## config.mk

```make
export PLATFORM = sky130hd
export DESIGN_NAME = nfu3_ctrl
export DESIGN_NICKNAME = d
export VERILOG_FILES = /design/src/rtl/nfu3_pkg.sv /design/src/rtl/nfu3_valid_pipe.sv /design/src/rtl/nfu3_ctrl.sv
export SDC_FILE = /design/constraint.sdc
export NUM_CORES = 1
export LEC_CHECK = 0
export ABC_AREA = 1
export CAP_MARGIN = 20
export CORE_MARGIN = 4
export CORE_UTILIZATION = 45
export CTS_CLUSTER_SIZE = 10
export DETAILED_ROUTE_END_ITERATION = 10
export PLACE_DENSITY = 0.84
export SLEW_MARGIN = 20
export SYNTH_ARGS = -nofsm -noshare
export SYNTH_HDL_FRONTEND = slang
export SYNTH_HIERARCHICAL = 1
export SYNTH_SLANG_ARGS = --single-unit
```

## constraint.sdc

```tcl
create_clock -name clk -period 1.4 [get_ports clk]
set_input_delay 0.42 -clock clk [delete_from_list [all_inputs] [get_ports clk]]
set_output_delay 0.42 -clock clk [all_outputs]
set_load 0.05 [all_outputs]
```

## src/rtl/nfu3_pkg.sv

```systemverilog
// Shared definitions for the NFU-3 sigmoid stage.
// Holds the controller state encoding and the segment count and pipeline
// latency, so that the nfu_3 datapath and its sequencer agree on both.
package nfu3_pkg;

  typedef enum logic [1:0] {
    IDLE  = 2'd0,
    LOAD  = 2'd1,
    RUN   = 2'd2,
    DRAIN = 2'd3
  } nfu3_state_t;

  // Segments (and coefficient words) per piecewise-linear table load.
  localparam int NFU3_NSEG = 16;

  // Cycles from an input being sampled to its sigmoid result being valid.
  localparam int NFU3_LAT = 2;

endpackage

```

## src/rtl/nfu3_valid_pipe.sv

```systemverilog
// LAT-deep valid shift register that tracks occupancy of a fixed-latency,
// non-stalling datapath stage.
// Ports:
//   clk      rising-edge clock
//   rst_n    asynchronous active-low reset, clears every stage
//   vld_head valid entering the pipeline this cycle
//   vld_tail valid leaving the pipeline, LAT cycles after vld_head
module nfu3_valid_pipe #(
  parameter int LAT = 2
) (
  input  logic clk,
  input  logic rst_n,
  input  logic vld_head,
  output logic vld_tail
);

  logic [LAT-1:0] vld_p;

  generate
    if (LAT == 1) begin : g_single
      always_ff @(posedge clk or negedge rst_n) begin
        if (!rst_n) vld_p <= '0;
        else        vld_p <= vld_head;
      end
    end else begin : g_multi
      always_ff @(posedge clk or negedge rst_n) begin
        if (!rst_n) vld_p <= '0;
        else        vld_p <= {vld_p[LAT-2:0], vld_head};
      end
    end
  endgenerate

  assign vld_tail = vld_p[LAT-1];

endmodule

```

## src/rtl/nfu3_ctrl.sv

```systemverilog
// Sequencer for the NFU-3 sigmoid stage.
// Streams NSEG {Ai, Bi} coefficient words into the lane coefficient RAMs,
// then admits i_num_vec NFU-2 vectors and tracks them through the
// fixed-latency NFU-3 pipeline, flagging each result and the last one.
// Ports:
//   clk, rst_n        clock, asynchronous active-low reset
//   i_cfg_start       begin a coefficient load (IDLE only)
//   i_coef_valid/data coefficient word stream, o_coef_ready handshake
//   o_load_coef       coefficient RAM write enable, with o_coef_addr/o_coef
//   o_cfg_done        pulse with the final coefficient write
//   i_run_start       begin a run of i_num_vec vectors (IDLE, loaded only)
//   i_in_valid        NFU-2 vector valid, o_in_ready handshake
//   o_out_valid       NFU-3 result valid
//   o_busy            controller is not IDLE
//   o_run_done        pulse with the last result of a run
module nfu3_ctrl
  import nfu3_pkg::*;
#(
  parameter int  N    = 16,
  parameter int  NSEG = NFU3_NSEG,
  parameter int  LAT  = NFU3_LAT,
  parameter int  CNTW = 16,
  localparam int AW   = $clog2(NSEG)
) (
  input  logic            clk,
  input  logic            rst_n,
  input  logic            i_cfg_start,
  input  logic            i_coef_valid,
  input  logic [2*N-1:0]  i_coef_data,
  output logic            o_coef_ready,
  output logic            o_load_coef,
  output logic [AW-1:0]   o_coef_addr,
  output logic [2*N-1:0]  o_coef,
  output logic            o_cfg_done,
  input  logic            i_run_start,
  input  logic [CNTW-1:0] i_num_vec,
  input  logic            i_in_valid,
  output logic            o_in_ready,
  output logic            o_out_valid,
  output logic            o_busy,
  output logic            o_run_done
);

  nfu3_state_t     state_q, state_d;
  logic [AW-1:0]   wr_idx_q;
  logic            coef_loaded_q;
  logic [CNTW-1:0] in_left_q;
  logic [CNTW-1:0] out_left_q;

  logic coef_hs, coef_last, in_hs, cfg_accept, run_accept;

  assign coef_hs    = i_coef_valid && o_coef_ready;
  assign coef_last  = coef_hs && (wr_idx_q == AW'(NSEG - 1));
  assign in_hs      = i_in_valid && o_in_ready;
  assign cfg_accept = (state_q == IDLE) && i_cfg_start;
  // cfg start takes priority over a simultaneous run start.
  assign run_accept = (state_q == IDLE) && !i_cfg_start && i_run_start &&
                      coef_loaded_q && (i_num_vec != '0);

  // State register
  always_ff @(posedge clk or negedge rst_n) begin
    if (!rst_n) state_q <= IDLE;
    else        state_q <= state_d;
  end

  // Next-state logic
  always_comb begin
    state_d = state_q;
    unique case (state_q)
      IDLE: begin
        if (cfg_accept)      state_d = LOAD;
        else if (run_accept) state_d = RUN;
      end
      LOAD:  if (coef_last) state_d = IDLE;
      RUN:   if (in_hs && (in_left_q == CNTW'(1))) state_d = DRAIN;
      DRAIN: if (o_run_done) state_d = IDLE;
      default: state_d = IDLE;
    endcase
  end

  // Output logic
  always_comb begin
    o_coef_ready = (state_q == LOAD);
    o_in_ready   = (state_q == RUN) && (in_left_q != '0);
    o_busy       = (state_q != IDLE);
    o_run_done   = (state_q == DRAIN) && o_out_valid && (out_left_q == CNTW'(1));
  end

  // Coefficient write stage: one cycle after each accepted word.
  always_ff @(posedge clk or negedge rst_n) begin
    if (!rst_n) begin
      o_load_coef <= 1'b0;
      o_cfg_done  <= 1'b0;
      o_coef_addr <= '0;
      o_coef      <= '0;
    end else begin
      o_load_coef <= coef_hs;
      o_cfg_done  <= coef_last;
      if (coef_hs) begin
        o_coef_addr <= wr_idx_q;
        o_coef      <= i_coef_data;
      end
    end
  end

  // The write index only moves on a handshake, so valid gaps never skip
  // an address. A new load invalidates the table until it completes.
  always_ff @(posedge clk or negedge rst_n) begin
    if (!rst_n) begin
      wr_idx_q      <= '0;
      coef_loaded_q <= 1'b0;
    end else begin
      if (cfg_accept) begin
        wr_idx_q      <= '0;
        coef_loaded_q <= 1'b0;
      end else if (coef_hs) begin
        wr_idx_q <= wr_idx_q + 1'b1;
        if (coef_last) coef_loaded_q <= 1'b1;
      end
    end
  end

  // Vector counters: inputs still to admit, results still to emerge.
  always_ff @(posedge clk or negedge rst_n) begin
    if (!rst_n) begin
      in_left_q  <= '0;
      out_left_q <= '0;
    end else if (run_accept) begin
      in_left_q  <= i_num_vec;
      out_left_q <= i_num_vec;
    end else begin
      if (in_hs) in_left_q <= in_left_q - 1'b1;
      if (o_out_valid && (out_left_q != '0)) out_left_q <= out_left_q - 1'b1;
    end
  end

  // Occupancy of the NFU-3 datapath; results leave LAT cycles after entry.
  nfu3_valid_pipe #(
    .LAT (LAT)
  ) u_valid_pipe (
    .clk      (clk),
    .rst_n    (rst_n),
    .vld_head (in_hs),
    .vld_tail (o_out_valid)
  );

endmodule

```

==> results of run 1 <==
per-stage QoR:
stage          worst slack [ns]  setup TNS [ns]   util  instances
6_report                 -0.819          -43.29  0.967        934
4_1_cts                  -0.570          -13.25  0.844        879
3_3_place_gp             -0.613          -28.00  0.729        829
2_1_floorplan            -0.151           -2.74      -        536
5_1_grt                  -0.850          -44.81  0.967        934
3_5_place_dp             -0.666          -31.81  0.729        829
cell families after synthesis:
group,count (synthesis)
compound gates,30
xor+xnor,20
fa+ha+maj,7
buf+inv,59
flops,79
simple gates,341
routing by layer:
layer,vias up,global-route usage,routed length [microns]
li1,2243,-,-
met1,2837,0.382,8590
met2,704,0.604,12400
met3,359,0.0993,3540
met4,2,0.232,3860
met5,-,0.0190,13
worst paths after layout:
check                                            from                    end  cells after the start
worst max register to register           in_left_q[1]           in_left_q[3]                      7
max in group asynchronous                       rst_n  u_valid_pipe/vld_p[1]                      2
worst min register to register  u_valid_pipe/vld_p[0]  u_valid_pipe/vld_p[1]                      0
worst max-delay path                     in_left_q[1]           in_left_q[3]                      7
worst min-delay path                            rst_n           in_left_q[3]                      2
min in group clk                u_valid_pipe/vld_p[0]  u_valid_pipe/vld_p[1]                      0
placed cells by master (no fill, tap or decap), drive strengths merged:
master	n
a31oi	3
bufinv	2
nor3	4
nand4	2
nor2	78
a221oi	1
dfrtp	79
dlygate4sd2	17
clkdlybuf4s50	35
o211ai	11
clkbuf	13
xnor2	7
o21ai	12
clkinv	5
a211oi	1
inv	48
buf	225
nand2	222
xor2	13
clkinvlp	3
ha	7
nand3b	1
nand3	35
a21oi	2
flip-flops by register name (all words and copies together), names as in the netlist:
name,count
coef_loaded_q,1
in_left_q,16
o_cfg_done,1
o_coef,32
o_coef_addr,4
o_load_coef,1
out_left_q,16
state_q,2
u_valid_pipe/vld_p,2
wr_idx_q,4
area by class of cell:
| type | count | area, sq um | share of cell area |
|---|---|---|---|
| Timing Repair Buffer | 280 | 3090 | 0.361 |
| Multi-Input combinational cell | 399 | 2810 | 0.328 |
| Sequential cell | 79 | 2000 | 0.233 |
| Inverter | 48 | 262 | 0.0306 |
| Clock buffer | 10 | 138 | 0.0161 |
| Tap cell | 108 | 135 | 0.0158 |
| Clock inverter | 6 | 92.6 | 0.0108 |
| Timing Repair inverter | 4 | 40.0 | 0.00468 |
power by group through the flow:
stage               Sequential [mW]  Clock, mW  Combinational [mW]
detailed placement             2.44          0               0.717
CTS                            2.40       1.99               0.710
global placement               2.44          0               0.704
finish                         2.42       2.20               0.871
floorplan                      2.59          0              0.0563
global route                   2.43       2.24               0.893
what timing repair did:
item,CTS,global route
hold buffers,0,0
cloned,4,5
buffers inserted,33,55
endpoints found under the setup margin,67,111
gates resized for setup,172,167
pin swaps,39,38
==> impl_results.md, run 1 <==
* Syn_nets at 597
* Crit path max-delay family: simple AND/OR/NAND/NOR gates
* Worst path max stage delay at ~0.44 ns
* # DRC at 0
* Final setup margin at -0.819 ns
* P&R area growth vs syn at 106%
* CTS tree: done
* Initial antenna violation count at 1
* Slew headroom at 0.702
* Ys flop type: dfrtp_1
* Largest family of logic cells by synthesized area: simple AND/OR/NAND/NOR gates
* Final min period at roughly 2.2 ns
* Failing checks: negative setup slack
* Initial core utilization at 0.469
* Final Cycle Share at 1.59
* Post-synthesis xor/xnor area fraction at 0.0422
* Mapped Avg Cell Area at approximately 7.7 sq um
* P per Cell Area at roughly 640 mW/mm^2
* Final slew viol count at 0
* Startpoint types: register
* Worst vdd ir at ~1.1 mV
* Part of the power in registers at 0.441
* Buffers and inverters on the worst path at 2
* Mux cell area share after synthesis at 0
* Detailed Place HPWL at ~9.8 mm
* Clk buf depth at 2
* Hold Crit Class: in2async
* Most common library cells after synthesis: nand2_1, dfrtp_1, nor2_1
* TritonCTS Buffers at 9
* Synth area leader: dfrtp_1
* Largest net degree at the start of global routing at 80
* Worst endpoint required time at 1.69 ns
* Register area share after synthesis at 0.476
* Largest cells by area after synthesis: dfrtp_1, nand2_1, nor2_1
* Synth Area in Compound Gates at 0.0572
* Fill cells at roughly 170
* Synth unique cells at 33
* Layout cells sized above 1 at 0.563
* DR vias at ~6.1k
* Ys Warns at 6
* Synth Register Bits at 79
* Psw at approximately 1.7 mW
* Die Ht at 104 microns
* Power Total at 5.49 mW
* CP max-delay cell: dfrtp_1
* Total Nets Final at 882
* Most frequent cell after synthesis: nand2_1
* 1st-iter DRT viols at ~810
* Worst-margin pin slew at between 0.4 and 0.5 ns
* Yosys top cell area share at 0.476
* Combinational power share at 0.159
* Final Skew at around 0.029 ns
* Crit path cell chain: buf_4 -> nor2_1 -> nand2_1 -> buf_4 -> xnor2_1 -> nand2_1 -> a31oi_4
* Input/output buffers at 96
* Fin. Hold Viols at 0
* CTS Sinks at 79
* Total Routing Usage GR at 0.354
* # rows at 34
* CTS H-tree lvls at 3
* CP Capture Type: register
* First-pass GRT wire length at around 30 mm
* P_int at between 3 and 4 mW
* Outcome: complete, but fails checks
* Final instance area at ~0.0086 sq mm
* Routed WL at roughly 28 mm
* Fraction of the mapped netlist area in adder cells at 0.0211
* Max Freq at ~450 MHz
* Ant diodes at 0
* Die area at between 0.01 and 0.015 sq mm
* Num ports at just under 100
* Vias/cell at roughly 6.6
* Clk root buf: clkbuf_8
* Number of enable flip-flop cells after synthesis at 0
* Async S/R FF share, synth at 1.00
* Simple-gate share of the synthesized area at 0.343
* Clock-pin slew on the worst setup and hold paths at 0.12 ns
* Drt pass-1 iters at 6
* Max-cap viol count at 0
* Critical Path AT at between 2 and 3 ns
* Clock share of power at 0.400
* Vias in the first global route at approximately 5.6k
* Core Footprint at between 0.008 and 0.009 sq mm
* Register-to-register setup slack at -0.82 ns
* Routed Antenna Nets at 0
* Mapped Area at between 0.004 and 0.005 sq mm
* Die X at 104 microns
* Gr ovfl total at 0
* Leakage at approximately 4.2 nW
* Hold WS at 0.0548 ns
* GPL Wtd Cong at approximately 0.94
* Mapped Cells at approximately 540
* Crit-path max FO at 3
* Unrepaired setup endpoints after global routing: true
* Setup violators final at approximately 110
* Switching Share at 0.301
* Critical path class: reg2reg
* Later-pin clock latency in the skew report at about 0.39 ns
* Wire per inst at around 30 microns
* Cell Area, Placed at about 0.0064 sq mm
No activity file was read; power rests on OpenSTA's default activity.
==> run 2: changes to the inputs <==
--- a/config.mk
+++ b/config.mk
@@ -7,7 +7,7 @@
 export LEC_CHECK = 0
 export ABC_AREA = 1
 export CAP_MARGIN = 20
-export CORE_MARGIN = 4
+export CORE_MARGIN = 5
 export CORE_UTILIZATION = 45
 export CTS_CLUSTER_SIZE = 10
 export DETAILED_ROUTE_END_ITERATION = 10
==> impl_results.md, run 2 (same netlist as run 1, synthesis figures left out) <==
* Biggest regs: o_coef: 32 flops, in_left_q: 16 flops, out_left_q: 16 flops
* Worst path max stage delay at 0.44 ns (about the same)
* Total Nets Final at 869 (-1.5%)
* Placed cells at 833 (+0.48%)
* Die area at 0.0112 sq mm (+3.9%)
* CTS Sinks at 79 (unchanged)
* Drt pass-1 iters at 8 (+2)
* Layout cells sized above 1 at 0.542 (-0.0205)
* Register-to-register setup slack at -0.64 ns (+0.18 ns)
* Total Routing Usage GR at 0.366 (+0.0123)
* Buffers and inverters on the worst path at 2 (unchanged)
* Slew headroom at 0.748 (+0.0459)
* Register with the most flip-flops: o_coef
* Routed Antenna Nets at 0 (unchanged)
* Reg2Reg Launch Point: in_left_q[1]
* Pre-CTS WS at -0.698 ns (-0.0319 ns)
* Unrepaired setup endpoints after global routing: true
* Final Non-Filler Cells at 925 (-0.96%)
* Vias in the first global route at 5733 (+2.8%)
* Die X at 106 microns (+1.9%)
* Vias/cell at 6.31 (-4.0%)
* P per Cell Area at 653 mW/mm^2 (+1.8%)
* Clk buf depth at 2 (unchanged)
* Fin util at 0.915 (-0.0518)
* Clk root buf: clkbuf_8
* CP max-delay cell: dfrtp_1
* Core Footprint at 0.00911 sq mm (+2.9%)
* Power Total at 5.45 mW (-0.84%)
* Crit-path max FO at 2 (-1)
* Wire per inst at 27.4 microns (-10%)
* Fin. Hold Viols at 0 (unchanged)
* Max Freq at 466 MHz (+3.5%)
* Final Cycle Share at 1.53 (-0.0530)
* Critical Path Most Common Cell: nor2_2
* Largest net degree at the start of global routing at 27 (-66%)
* Worst hold path depth at 0
* Failing checks: negative setup slack
* # rows at 35 (+2.9%)
* Hold endpoint: u_valid_pipe/vld_p[1]
* Worst vdd ir at 0.803 mV (-29%)
* Worst path depth at 6 (-1)
* Detailed Place HPWL at 10.1 mm (+4.0%)
* HP Start: u_valid_pipe/vld_p[0]
* Commonest non-fill, non-tap cell in the layout: nand2_1
* Worst-margin pin slew at 0.374 ns (-0.0728 ns)
* Reg-to-Reg End: in_left_q[2]
* Crit path cell chain: nor2_2 -> nand3_1 -> nor2_2 -> nand2_2 -> clkinvlp_4 -> buf_12
* Initial antenna violation count at 1 (unchanged)
* Commonest non-fill, non-tap cells in the layout: nand2_1, buf_4, dfrtp_1, nand2_2, buf_12
* Leakage at 4.16 nW (-1.9%)
* Clock-pin slew on the worst setup and hold paths at 0.14 ns (+0.02 ns)
* Largest register FFs at 32 (unchanged)
* Final setup margin at -0.745 ns (+0.0741 ns)
* Hold Crit Class: reg2reg
* Num ports at 97 (unchanged)
* CP Capture Type: primary output
* Setup violators final at 118 (+4.4%)
* Later-pin clock latency in the skew report at 0.42 ns (+0.03 ns)
* Initial core utilization at 0.456 (-0.0134)
* Critical path class: reg2out
* Final Skew at 0.0431 ns (+0.0136 ns)
* Gr ovfl total at 0 (unchanged)
* DR vias at 5840 (-5.0%)
* Final slew viol count at 0 (unchanged)
* Final min period at 2.15 ns (-0.0741 ns)
* Die Ht at 106 microns (+1.9%)
* P&R area growth vs syn at 101%
* First-pass GRT wire length at 31.6 mm (+6.2%)
* Input/output buffers at 96 (unchanged)
* CTS H-tree lvls at 3 (unchanged)
* Routed WL at 25.3 mm (-11%)
* Startpoint types: register
* # DRC at 0 (unchanged)
* Max-cap viol count at 0 (unchanged)
* CTS tree: done
* GPL Wtd Cong at 0.938 (-0.62%)
* Crit path max-delay family: simple AND/OR/NAND/NOR gates
* Worst endpoint required time at 0.98 ns (-0.71 ns)
* 1st-iter DRT viols at 797 (-1.5%)
* Cell depth of the worst flop-to-flop path at 12 (+5)
* Outcome: complete, but fails checks
* TritonCTS Buffers at 9 (unchanged)
* Critical Path AT at 1.73 ns (-0.78 ns)
run 2: cell types whose count changed in the layout (fill, tap and decap cells not counted), moves of 3 or more:
cell / change
inv_4: +4
dfrtp_2: -11
nor2_4: -4
nand2_2: +8
nor2_2: +8
buf_16: +4
clkbuf_16: -3
nand2_1: +6
dfrtp_1: +11
nand3_2: +3
buf_4: -14
nor2_1: -4
nand2_4: -14
run 2: area by class of cell:
type | count | area (sq um)
Multi-Input combinational cell | 399 | 2710
Inverter | 48 | 264
Sequential cell | 79 | 1980
Clock inverter | 6 | 93.8
Timing Repair inverter | 6 | 55.1
Tap cell | 111 | 139
Timing Repair Buffer | 265 | 2970
Fill cell | 273 | 771
Clock buffer | 10 | 128
Antenna cell | 1 | 2.50
run 2: worst register-to-register path, cell delays in order, from the launching register on:
cell      delay, ns
dfrtp_1        0.43
inv_2          0.10
ha_4           0.15
nand2_2        0.07
nor2_2         0.10
nand2_2        0.08
buf_4          0.14
buf_6          0.10
buf_6          0.11
nand3_4        0.15
inv_6          0.09
o21ai_0        0.17
o211ai_2       0.17
run 2: worst max-delay path by stage:
stage	slack [ns]	end	start
6_report	-0.75	o_run_done	out_left_q[4]
5_1_grt	-0.80	o_run_done	out_left_q[4]
4_1_cts	-0.59	o_in_ready	in_left_q[1]
3_5_place_dp	-0.70	out_left_q[4]	i_num_vec[0]
3_3_place_gp	-0.57	state_q[0]	i_num_vec[0]
2_1_floorplan	-0.15	o_in_ready	in_left_q[0]
run 2: layer usage:
metal | up-vias | share of wire | GRT usage
met3 | 265 | 0.11 | 0.0704
met5 | - | 0 | 0
met1 | 2718 | 0.33 | 0.423
li1 | 2217 | - | -
met4 | 0 | 0.10 | 0.217
met2 | 640 | 0.45 | 0.630
run 2: what timing repair did:
| item | in CTS | in global routing |
|---|---|---|
| hold buffers | 1 | 0 |
| buffers inserted | 25 | 45 |
| endpoints found under the hold margin | 6 | 0 |
| pin swaps | 57 | 39 |
| setup endpoints to repair | 78 | 121 |
| gates cloned | 11 | 0 |
| resized for setup | 217 | 101 |
run 2: where the power goes:
part / total [mW] / internal [mW] / switching [mW]
clock: 2.15 / 1.02 / 1.13
sequential: 2.42 / 2.34 / 0.0799
combinational: 0.877 / 0.441 / 0.436
run 2: stage by stage:
step           instance area [sq um]  hold slack (ns)  setup TNS, ns
2_1_floorplan                   4240            0.124          -2.74
3_5_place_dp                    6470            0.267         -32.73
4_1_cts                         7710            0.361         -17.50
6_report                        8340            0.359         -32.10
5_1_grt                         8340            0.361         -34.48
3_3_place_gp                    6470            0.266         -27.10
